## src/rtl/aes_stream_ctrl_if.sv

```systemverilog
// Signal bundle around aes_stream_ctrl: upstream byte stream, AES core load/start/done
// ports, ciphertext byte stream and status. master = controller, slave = its surroundings.
interface aes_stream_ctrl_if;
  // Every valid/ready pair moves one byte on a rising clk edge where both are high.
  // Ready never depends on the same pair's valid. A raised out_valid keeps out_byte and
  // out_last stable until accepted. The core's ld_*_ready must not depend on ld_*_valid,
  // because ld_*_valid follows in_valid combinationally.
  logic         in_valid;
  logic [7:0]   in_byte;
  logic         in_ready;
  logic         ld_key_valid;
  logic [7:0]   ld_key_byte;
  logic         ld_key_ready;
  logic         ld_state_valid;
  logic [7:0]   ld_state_byte;
  logic         ld_state_ready;
  logic         start;
  logic [127:0] core_state_out;
  logic         core_done;
  logic         out_valid;
  logic [7:0]   out_byte;
  logic         out_last;
  logic         out_ready;
  logic         key_loaded;
  logic         busy;
  logic         err;
  logic [2:0]   dbg_state;

  modport master (
    input  in_valid, in_byte, ld_key_ready, ld_state_ready, core_state_out, core_done,
           out_ready,
    output in_ready, ld_key_valid, ld_key_byte, ld_state_valid, ld_state_byte, start,
           out_valid, out_byte, out_last, key_loaded, busy, err, dbg_state
  );

  modport slave (
    output in_valid, in_byte, ld_key_ready, ld_state_ready, core_state_out, core_done,
           out_ready,
    input  in_ready, ld_key_valid, ld_key_byte, ld_state_valid, ld_state_byte, start,
           out_valid, out_byte, out_last, key_loaded, busy, err, dbg_state
  );
endinterface

```

## src/rtl/aes_stream_ctrl.sv

```systemverilog
// Host-side sequencer for a bytewise-loaded AES-256 core: key once, then 16-byte blocks.
// Define AES_STREAM_OVERLAP_EN to drain ciphertext while the next plaintext loads.
module aes_stream_ctrl #(
  parameter int DONE_TIMEOUT = 2047,
  parameter int TO_W         = 12
) (
  input logic               clk,
  input logic               rst_n,
  aes_stream_ctrl_if.master bus
);

  typedef enum logic [2:0] {
    S_KEY   = 3'd0,
    S_PT    = 3'd1,
    S_START = 3'd2,
    S_WAIT  = 3'd3,
    S_DRAIN = 3'd4,
    S_ERR   = 3'd5
  } state_t;

  state_t          r_st;
  state_t          w_st_nxt;
  logic [4:0]      r_key_cnt;
  logic [3:0]      r_pt_cnt;
  logic [3:0]      r_out_cnt;
  logic [TO_W-1:0] r_wd;
  logic [127:0]    r_buf;
  logic            r_buf_full;
  logic            r_key_loaded;
  logic            r_err;

  logic            w_pt_room;
  logic            w_key_fire;
  logic            w_pt_fire;
  logic            w_out_valid;
  logic            w_out_fire;
  logic            w_capture;
  logic            w_wd_hit;
  logic            w_wd_expire;
  logic            w_start;

`ifdef AES_STREAM_OVERLAP_EN
  // The drain engine runs independently, so plaintext may load over a full buffer.
  assign w_pt_room = 1'b1;
`else
  assign w_pt_room = !r_buf_full;
`endif

  assign bus.ld_key_byte    = bus.in_byte;
  assign bus.ld_state_byte  = bus.in_byte;
  assign bus.ld_key_valid   = (r_st == S_KEY) && bus.in_valid;
  assign bus.ld_state_valid = (r_st == S_PT) && bus.in_valid && w_pt_room;
  assign bus.in_ready       = ((r_st == S_KEY) && bus.ld_key_ready) ||
                              ((r_st == S_PT) && bus.ld_state_ready && w_pt_room);

  assign w_key_fire  = bus.ld_key_valid && bus.ld_key_ready;
  assign w_pt_fire   = bus.ld_state_valid && bus.ld_state_ready;
  assign w_out_valid = r_buf_full && (r_st != S_ERR);
  assign w_out_fire  = w_out_valid && bus.out_ready;
  assign w_capture   = (r_st == S_WAIT) && bus.core_done;
  assign w_wd_hit    = (r_wd == TO_W'(DONE_TIMEOUT - 1));
  // A done in the expiry cycle still wins over the timeout.
  assign w_wd_expire = (r_st == S_WAIT) && !bus.core_done && w_wd_hit;

  always_ff @(posedge clk or negedge rst_n) begin
    if (!rst_n) r_st <= S_KEY;
    else        r_st <= w_st_nxt;
  end

  always_comb begin
    w_st_nxt = r_st;
    w_start  = 1'b0;
    case (r_st)
      S_KEY:   if (w_key_fire && (r_key_cnt == 5'd31)) w_st_nxt = S_PT;
      S_PT:    if (w_pt_fire && (r_pt_cnt == 4'd15)) w_st_nxt = S_START;
      S_START: begin
        // Holding here while ciphertext remains keeps a new done from overwriting it.
        if (!r_buf_full) begin
          w_start  = 1'b1;
          w_st_nxt = S_WAIT;
        end
      end
      S_WAIT: begin
        if (bus.core_done) begin
`ifdef AES_STREAM_OVERLAP_EN
          w_st_nxt = S_PT;
`else
          w_st_nxt = S_DRAIN;
`endif
        end else if (w_wd_hit) begin
          w_st_nxt = S_ERR;
        end
      end
      S_DRAIN: if (w_out_fire && (r_out_cnt == 4'd15)) w_st_nxt = S_PT;
      S_ERR:   w_st_nxt = S_ERR;
      default: w_st_nxt = S_KEY;
    endcase
  end

  always_ff @(posedge clk or negedge rst_n) begin
    if (!rst_n) begin
      r_key_cnt    <= '0;
      r_pt_cnt     <= '0;
      r_wd         <= '0;
      r_key_loaded <= 1'b0;
      r_err        <= 1'b0;
    end else begin
      if (w_key_fire) r_key_cnt <= r_key_cnt + 5'd1;
      if (w_key_fire && (r_key_cnt == 5'd31)) r_key_loaded <= 1'b1;
      if (w_pt_fire) r_pt_cnt <= r_pt_cnt + 4'd1;
      if (r_st == S_START) r_wd <= '0;
      else if ((r_st == S_WAIT) && !bus.core_done) r_wd <= r_wd + 1'b1;
      if (w_wd_expire) r_err <= 1'b1;
    end
  end

  // Ciphertext buffer: captured on done, shifted out MSB byte first.
  always_ff @(posedge clk or negedge rst_n) begin
    if (!rst_n) begin
      r_buf      <= '0;
      r_buf_full <= 1'b0;
      r_out_cnt  <= '0;
    end else if (w_capture) begin
      r_buf      <= bus.core_state_out;
      r_buf_full <= 1'b1;
      r_out_cnt  <= '0;
    end else if (w_out_fire) begin
      r_buf     <= {r_buf[119:0], 8'h00};
      r_out_cnt <= r_out_cnt + 4'd1;
      if (r_out_cnt == 4'd15) r_buf_full <= 1'b0;
    end
  end

  assign bus.start      = w_start;
  assign bus.out_valid  = w_out_valid;
  assign bus.out_byte   = r_buf[127:120];
  assign bus.out_last   = w_out_valid && (r_out_cnt == 4'd15);
  assign bus.key_loaded = r_key_loaded;
  assign bus.busy       = (r_st != S_PT) || r_buf_full;
  assign bus.err        = r_err;
  assign bus.dbg_state  = r_st;

endmodule
```

## src/flat_wrapper.sv

```systemverilog
// flat-port wrapper written by rule: the top's interface ports become plain ports
module aes_stream_ctrl_flat 
#(
  parameter int DONE_TIMEOUT = 2047,
  parameter int TO_W         = 12
)
  (clk, rst_n, bus_in_valid, bus_in_byte, bus_ld_key_ready, bus_ld_state_ready, bus_core_state_out, bus_core_done, bus_out_ready, bus_in_ready, bus_ld_key_valid, bus_ld_key_byte, bus_ld_state_valid, bus_ld_state_byte, bus_start, bus_out_valid, bus_out_byte, bus_out_last, bus_key_loaded, bus_busy, bus_err, bus_dbg_state);
  aes_stream_ctrl_if bus_i ();
  input logic clk;
  input logic rst_n;
  input wire logic [$bits(bus_i.in_valid)-1:0] bus_in_valid;
  input wire logic [$bits(bus_i.in_byte)-1:0] bus_in_byte;
  input wire logic [$bits(bus_i.ld_key_ready)-1:0] bus_ld_key_ready;
  input wire logic [$bits(bus_i.ld_state_ready)-1:0] bus_ld_state_ready;
  input wire logic [$bits(bus_i.core_state_out)-1:0] bus_core_state_out;
  input wire logic [$bits(bus_i.core_done)-1:0] bus_core_done;
  input wire logic [$bits(bus_i.out_ready)-1:0] bus_out_ready;
  output wire logic [$bits(bus_i.in_ready)-1:0] bus_in_ready;
  output wire logic [$bits(bus_i.ld_key_valid)-1:0] bus_ld_key_valid;
  output wire logic [$bits(bus_i.ld_key_byte)-1:0] bus_ld_key_byte;
  output wire logic [$bits(bus_i.ld_state_valid)-1:0] bus_ld_state_valid;
  output wire logic [$bits(bus_i.ld_state_byte)-1:0] bus_ld_state_byte;
  output wire logic [$bits(bus_i.start)-1:0] bus_start;
  output wire logic [$bits(bus_i.out_valid)-1:0] bus_out_valid;
  output wire logic [$bits(bus_i.out_byte)-1:0] bus_out_byte;
  output wire logic [$bits(bus_i.out_last)-1:0] bus_out_last;
  output wire logic [$bits(bus_i.key_loaded)-1:0] bus_key_loaded;
  output wire logic [$bits(bus_i.busy)-1:0] bus_busy;
  output wire logic [$bits(bus_i.err)-1:0] bus_err;
  output wire logic [$bits(bus_i.dbg_state)-1:0] bus_dbg_state;
  assign bus_i.in_valid = bus_in_valid;
  assign bus_i.in_byte = bus_in_byte;
  assign bus_i.ld_key_ready = bus_ld_key_ready;
  assign bus_i.ld_state_ready = bus_ld_state_ready;
  assign bus_i.core_state_out = bus_core_state_out;
  assign bus_i.core_done = bus_core_done;
  assign bus_i.out_ready = bus_out_ready;
  assign bus_in_ready = bus_i.in_ready;
  assign bus_ld_key_valid = bus_i.ld_key_valid;
  assign bus_ld_key_byte = bus_i.ld_key_byte;
  assign bus_ld_state_valid = bus_i.ld_state_valid;
  assign bus_ld_state_byte = bus_i.ld_state_byte;
  assign bus_start = bus_i.start;
  assign bus_out_valid = bus_i.out_valid;
  assign bus_out_byte = bus_i.out_byte;
  assign bus_out_last = bus_i.out_last;
  assign bus_key_loaded = bus_i.key_loaded;
  assign bus_busy = bus_i.busy;
  assign bus_err = bus_i.err;
  assign bus_dbg_state = bus_i.dbg_state;
  aes_stream_ctrl #(.DONE_TIMEOUT(DONE_TIMEOUT), .TO_W(TO_W)) u_core (.clk(clk), .rst_n(rst_n), .bus(bus_i));
endmodule
```

## config.mk

```make
export PLATFORM = sky130hd
export DESIGN_NAME = aes_stream_ctrl_flat
export DESIGN_NICKNAME = d
export VERILOG_FILES = /design/src/rtl/aes_stream_ctrl_if.sv /design/src/rtl/aes_stream_ctrl.sv /design/src/flat_wrapper.sv
export SDC_FILE = /design/constraint.sdc
export NUM_CORES = 1
export LEC_CHECK = 0
export ABC_CLOCK_PERIOD_IN_PS = 1530
export BUFFER_PORTS_ARGS = -buffer_cell sky130_fd_sc_hd__buf_2
export CAP_MARGIN = 40
export CORE_AREA = 2 2 134 136
export DETAILED_ROUTE_END_ITERATION = 7
export DIE_AREA = 0 0 136 138
export MAX_ROUTING_LAYER = met4
export PLACE_DENSITY = 0.72
export SLEW_MARGIN = 5
export SYNTH_ARGS = -nofsm -noshare
export SYNTH_HDL_FRONTEND = slang
export SYNTH_SLANG_ARGS = --single-unit
export TNS_END_PERCENT = 100
```

## constraint.sdc

```tcl
create_clock -name clk -period 1.53 [get_ports clk]
set_input_delay 0.153 -clock clk [delete_from_list [all_inputs] [get_ports clk]]
set_output_delay 0.153 -clock clk [all_outputs]
set_load 0.03 [all_outputs]
```

==> impl_metrics.py, run 1 <==
metrics = {
    "outcome": {
        "outcome": "complete, but fails checks",
        "violations": "negative hold slack, negative setup slack",
    },
    "worst_setup_path": {
        "arrival_ns": 2.18,
        "cp_max_fo": 7,
        "worstPathRequired_ns": 1.87,
        "regToRegSetupSlack_ns": -0.31,
        "reg2reg_to": "u_core.r_buf[110]$_DFFE_PN0P_",
        "reg2reg_depth": 9,
        "cp-start-kind": "flop",
        "end_kind": "flop",
        "crit_type": "flop to flop",
        "timing.rr.start": "u_core.bus.dbg_state[1]$_DFFE_PN0P_",
    },
    "pwr": {
        "sequentialPowerShare": 0.441,
        "switching_share": 0.235,
        "ir_drop_mv": 0.775,
        "p_clk_frac": 0.444,
        "powerDensity_nw_per_um2": 784,
        "combPwrFrac": 0.115,
        "leakagePower_nw": 5.57,
        "internal-power_w": 0.00762,
        "switchingPower_w": 0.00233,
    },
    "min_path": {
        "hold-path-cell-count": 3,
        "min_path_type": "input port to flop",
        "min_from": "bus_core_state_out[94]",
        "hold-path-endpoint": "u_core.r_buf[94]$_DFFE_PN0P_",
    },
    "die": {
        "core_area_um2": 17500,
        "io_pins": 179,
        "fp.dieArea_um2": 18800,
        "initial_core_util": 0.428,
        "rows": 49,
        "die_h_um": 138,
        "die_w_um": 136,
    },
    "timing": {
        "setup_tns_ns": -29.97,
        "finalClockSkew_ns": 0.00736,
        "setup_viol": 141,
        "fin_crit_sh": 1.20,
        "post-route-min-period_ns": 1.84,
        "holdWs_ns": -0.00691,
        "final-hold-violation-count": 4,
        "max-slew-margin-rel": 0.694,
        "fin_ws_ns": -0.308,
        "finalMaxSlewViolations": 0,
        "max_freq_ghz": 0.544,
        "tightest_slew_ns": 0.459,
        "rsz0062_at_grt": "true",
    },
    "layout": {
        "final_cell_mix": "a21oi_2, dfrtp_1, buf_2, nor2_1, dlygate4sd3_1",
        "drive_gt1_frac": 0.521,
        "fin_cells": 1408,
        "fin_area_um2": 12700,
        "diodes": 0,
        "layout_commonest_cell": "a21oi_2",
        "utilization": 0.724,
        "syn2layout_area_growth_pct": 69.1,
        "n_fill_cell": 1090,
        "nNetsFinal": 1315,
    },
    "yosys": {
        "synth-async-reset-ratio": 1.00,
        "synthFlopType": "dfrtp_1",
        "synthDistinctLibCells": 44,
        "synth-edff-count": 0,
        "syn-num-nets": 1024,
        "synth.avg_cell_area_um2": 8.58,
        "synth_cells": 875,
        "seq_area_frac_synth": 0.530,
        "synthTopCellsByArea": "dfrtp_1, a21oi_1, nand2_1",
        "yosysTopAreaCellShare": 0.530,
        "syn-cell-area_um2": 7500,
        "yosysTopAreaCell": "dfrtp_1",
        "ys_ff_latch": 159,
        "yosys_warnings": 0,
    },
    "clocking": {
        "cts_buffers": 17,
        "cts_tree": "yes",
        "clk_pin_slew_ns": 0.07,
        "worstSkewPairLatency_ns": 0.43,
        "htreeDepth": 4,
        "clock-sinks": 159,
        "cts_max_path_buffers": 2,
        "cts_root_buf": "clkbuf_16",
    },
    "job": {
        "drv_cap": 0,
    },
    "route": {
        "dr.pass1.iters": 7,
        "dr_wl_met3_um": 1420,
        "vias": 7711,
        "drt-total-wl_um": 27100,
        "drt_iter0_markers": 560,
        "wl_per_cell_um": 19.2,
        "wl_met1_um": 11100,
        "met2_length_um": 13800,
        "vias_per_cell": 5.48,
        "routed.top_layer": "met4",
        "ant_nets": 0,
        "drcViolationCount": 0,
    },
    "placed_design": {
        "postPlaceCellArea_um2": 8980,
        "dp.cells": 1235,
        "dp_hpwl_um": 13700,
        "gp_congestion": 0.885,
        "numPortBuffers": 154,
    },
    "global_routing": {
        "antenna_found_initial": 0,
        "grt_max_degree": 61,
        "globalRouteOverflowTotal": 0,
        "grt_pass1_wl_um": 35400,
        "grt_pass1_vias": 7105,
        "grt_use_total": 0.245,
    },
}
## layer usage
metal / track usage / vias up
li1: - / 3508
met4: 0.0910 / 0
met2: 0.382 / 308
met1: 0.323 / 3834
met5: - / -
met3: 0.0403 / 61
## sequential cells by signal, indices dropped and copies added (netlist names)
name	cells
u_core.r_buf	128
u_core.r_wd	12
u_core.r_key_cnt	5
u_core.r_out_cnt	4
u_core.r_pt_cnt	4
u_core.bus.dbg_state	3
u_core.bus.err	1
u_core.bus.key_loaded	1
u_core.r_buf_full	1
## final cells by class
class                           instances  area (um2)  share of cell area
Tap cell                              229         287              0.0226
Timing Repair Buffer                  359        3200               0.252
Sequential cell                       159        3980               0.314
Clock inverter                         13         158              0.0124
Multi-Input combinational cell        627        4600               0.363
Inverter                                2        7.51            0.000592
Clock buffer                           19         453              0.0357
## metrics by stage
step / power (W) / hold WS [ns] / setup WS (ns)
after floorplan: 0.00479 / -0.143 / -0.0927
after global placement: 0.00516 / 0.120 / 0.0210
after detailed placement: 0.00518 / 0.129 / -0.0294
after CTS: 0.00985 / 0.000550 / -0.236
after global routing: 0.0102 / -0.00299 / -0.318
final: 0.00995 / -0.00691 / -0.308
## logic make-up after synthesis
group,synth area share
mux,0.00600
flops,0.530
fa+ha+maj,0.0100
simple gates,0.194
buf+inv,0.0645
compound gates,0.179
xor+xnor,0.0163
## worst max-delay path by stage
| stage | end | slack, ns | cells past startpoint | startpoint |
|---|---|---|---|---|
| detailed placement | u_core.bus.dbg_state[0]$_DFFE_PN0P_ | -0.03 | 7 | u_core.r_key_cnt[0]$_DFFE_PN0P_ |
| floorplan | u_core.r_key_cnt[1]$_DFFE_PN0P_ | -0.09 | 4 | u_core.bus.dbg_state[2]$_DFFE_PN0P_ |
| finish | u_core.r_buf[110]$_DFFE_PN0P_ | -0.31 | 9 | u_core.bus.dbg_state[1]$_DFFE_PN0P_ |
| CTS | bus_out_last | -0.24 | 5 | u_core.bus.dbg_state[2]$_DFFE_PN0P_ |
| global placement | u_core.bus.dbg_state[0]$_DFFE_PN0P_ | 0.02 | 7 | u_core.r_key_cnt[0]$_DFFE_PN0P_ |
| global route | u_core.r_buf[113]$_DFFE_PN0P_ | -0.32 | 9 | u_core.bus.dbg_state[1]$_DFFE_PN0P_ |
## cells in the mapped netlist, drive strengths merged (4+ instances only)
cell and instances:
xnor2 8, dfrtp 159, nor3 7, clkbuf 20, nand3 13, ha 6, nand2b 4, and4 4
nor2 132, xor2 6, nand2 155, nand4 6, a21oi 244, buf 67, o21ai 5, mux2 4
## worst max-delay path, stage by stage, from the launching register on
cell and delay, ns:
dfrtp_2 0.42, nand3b_1 0.22, buf_6 0.15, buf_4 0.12
buf_6 0.11, nand3_4 0.15, buf_12 0.18, clkbuf_16 0.18
nand2_1 0.06, a21oi_1 0.16
## power by group through the flow
stage	sequential [W]	clock, W	combinational, W
after floorplan	0.00447	0	0.000316
after global placement	0.00444	0	0.000715
after detailed placement	0.00445	0	0.000733
after CTS	0.00438	0.00444	0.00103
after global routing	0.00440	0.00461	0.00123
final	0.00439	0.00442	0.00114
## repair_timing
action	4_1_cts	5_1_grt
gates resized for setup	52	348
pin swaps	27	189
hold buffers	97	5
endpoints found under the setup margin	13	151
setup buffers	8	12
endpoints found under the hold margin	133	5
cloned	2	17
(Power assumes the default switching activity.)
==> inputs of run 2 (changes only) <==
--- a/config.mk
+++ b/config.mk
@@ -13,7 +13,8 @@
 export DIE_AREA = 0 0 136 138
 export MAX_ROUTING_LAYER = met4
 export PLACE_DENSITY = 0.72
-export SLEW_MARGIN = 5
+export RECOVER_POWER = 50
+export SLEW_MARGIN = 20
 export SYNTH_ARGS = -nofsm -noshare
 export SYNTH_HDL_FRONTEND = slang
 export SYNTH_SLANG_ARGS = --single-unit
==> impl_metrics.py, run 2 (synthesis gave the netlist of run 1 again) <==
metrics = {
    "outcome": {
        "outcome": "complete, but fails checks",
        "violations": "negative hold slack, negative setup slack",
    },
    "global_routing": {
        "grt_util_met2": 0.382,
        "grt_pass1_wl_um": 35400,
        "use_met1": 0.323,
        "grt_use_met3": 0.0403,
        "grt_max_degree": 61,
        "globalRouteOverflowTotal": 0,
        "antenna_found_initial": 0,
        "grt_pass1_vias": 7105,
        "grt_most_used_layer": "met2",
        "grt_use_total": 0.245,
    },
    "die": {
        "fp.dieArea_um2": 18800,
        "core_area_um2": 17500,
        "die_h_um": 138,
        "die_w_um": 136,
        "rows": 49,
        "initial_core_util": 0.428,
        "io_pins": 179,
    },
    "clocking": {
        "clk_pin_slew_ns": 0.07,
        "cts_max_path_buffers": 2,
        "cts_root_buf": "clkbuf_16",
        "htreeDepth": 4,
        "clock-sinks": 159,
        "cts_tree": "yes",
        "cts_buffers": 17,
        "worstSkewPairLatency_ns": 0.43,
    },
    "worst_setup_path": {
        "timing.rr.start": "u_core.bus.dbg_state[1]$_DFFE_PN0P_",
        "arrival_ns": 2.18,
        "cp_max_fo": 7,
        "worstPathRequired_ns": 1.87,
        "crit_type": "flop to flop",
        "regToRegSetupSlack_ns": -0.31,
        "reg2reg_depth": 9,
        "reg2reg_to": "u_core.r_buf[110]$_DFFE_PN0P_",
        "end_kind": "flop",
        "cp-start-kind": "flop",
    },
    "placed_design": {
        "numPortBuffers": 154,
        "gp_congestion": 0.885,
        "postPlaceCellArea_um2": 8980,
        "pre_cts_ws_ns": -0.0294,
        "dp_hpwl_um": 13700,
    },
    "layout": {
        "fin_area_um2": 12700,
        "top_register": "u_core.r_buf",
        "largest_reg_flops": 128,
        "syn2layout_area_growth_pct": 69.0,
        "final-seq-area_um2": 3980,
        "drive_gt1_frac": 0.521,
        "reg_top3": "u_core.r_buf x128, u_core.r_wd x12, u_core.r_key_cnt x5",
        "utilization": 0.723,
        "diodes": 0,
        "n_fill_cell": 1092,
        "multiInputGateArea_um2": 4600,
        "nNetsFinal": 1315,
        "final_cell_mix": "a21oi_2, dfrtp_1, buf_2, nor2_1, dlygate4sd3_1",
        "layout_commonest_cell": "a21oi_2",
    },
    "route": {
        "wl_per_cell_um": 19.2,
        "ant_nets": 0,
        "drt_iter0_markers": 560,
        "dr.pass1.iters": 7,
        "drcViolationCount": 0,
        "vias_per_cell": 5.48,
        "vias": 7712,
        "drt-total-wl_um": 27100,
    },
    "timing": {
        "final-hold-violation-count": 4,
        "tightest_slew_ns": 1.22,
        "finalClockSkew_ns": 0.00736,
        "fin_ws_ns": -0.308,
        "setup_viol": 141,
        "max-slew-margin-rel": 0.184,
        "finalMaxSlewViolations": 0,
        "setup_tns_ns": -29.96,
        "post-route-min-period_ns": 1.84,
        "holdWs_ns": -0.00675,
        "rsz0062_at_grt": "true",
        "fin_crit_sh": 1.20,
        "max_freq_ghz": 0.544,
    },
    "min_path": {
        "min_path_type": "input port to flop",
        "hold-path-endpoint": "u_core.r_buf[94]$_DFFE_PN0P_",
        "min_from": "bus_core_state_out[94]",
        "hold-path-cell-count": 3,
    },
    "pwr": {
        "power_w": 0.00995,
        "ir_drop_mv": 0.774,
        "leakagePower_nw": 5.57,
        "powerDensity_nw_per_um2": 784,
    },
    "job": {
        "drv_cap": 0,
    },
}
[run 2: cell types whose count changed in the layout (fill, tap and decap cells not counted)]
cell,change
buf_12,-1
buf_6,-1
buf_8,+1
clkbuf_2,+1
[run 2: power breakdown]
group / leakage, nW / switching, W / internal (W)
combinational: 3.06 / 0.000481 / 0.000655
clock: 0.304 / 0.00176 / 0.00266
sequential: 2.20 / 0.0000889 / 0.00430
total: 5.57 / 0.00233 / 0.00761
[run 2: worst max-delay path by stage]
| stage | startpoint | endpoint | slack [ns] | cells after the start |
|---|---|---|---|---|
| global route | u_core.bus.dbg_state[1]$_DFFE_PN0P_ | u_core.r_buf[113]$_DFFE_PN0P_ | -0.32 | 9 |
| finish | u_core.bus.dbg_state[1]$_DFFE_PN0P_ | u_core.r_buf[110]$_DFFE_PN0P_ | -0.31 | 9 |
| CTS | u_core.bus.dbg_state[2]$_DFFE_PN0P_ | bus_out_last | -0.24 | 5 |
| floorplan | u_core.bus.dbg_state[2]$_DFFE_PN0P_ | u_core.r_key_cnt[1]$_DFFE_PN0P_ | -0.09 | 4 |
| detailed placement | u_core.r_key_cnt[0]$_DFFE_PN0P_ | u_core.bus.dbg_state[0]$_DFFE_PN0P_ | -0.03 | 7 |
| global placement | u_core.r_key_cnt[0]$_DFFE_PN0P_ | u_core.bus.dbg_state[0]$_DFFE_PN0P_ | 0.02 | 7 |
[run 2: timing repair]
action	in CTS	in global routing
gates resized for setup	52	348
hold buffers	97	5
cloned	2	17
endpoints found under the setup margin	13	151
setup buffers	8	12
pin swaps	27	189
endpoints found under the hold margin	133	5
[run 2: cell type report]
cell class	instances	area share
repair buffers	359	0.252
inverters	2	0.000592
flip-flops and latches	159	0.314
multi-input cells	627	0.363
clock buffers	19	0.0357
well taps	229	0.0226
clock inverters	13	0.0124
[run 2: per-layer routing]
layer / vias to the layer above / wire length, um
li1: 3510 / -
met1: 3839 / 11100
met2: 304 / 13800
met3: 59 / 1350
met4: 0 / 802
met5: - / 0
[run 2: critical path, stage by stage, from the launching register on]
cell and delay (ns):
dfrtp_2 0.42, nand3b_1 0.22, buf_6 0.15, buf_4 0.12, buf_6 0.11, nand3_4 0.15, buf_12 0.18, clkbuf_16 0.18
nand2_1 0.06, a21oi_1 0.16
[run 2: through the flow]
stage,cells,hold slack [ns]
5_1_grt,1408,-0.00299
3_5_place_dp,1235,0.129
6_report,1408,-0.00675
2_1_floorplan,875,-0.143
4_1_cts,1374,0.000550
3_3_place_gp,1235,0.120
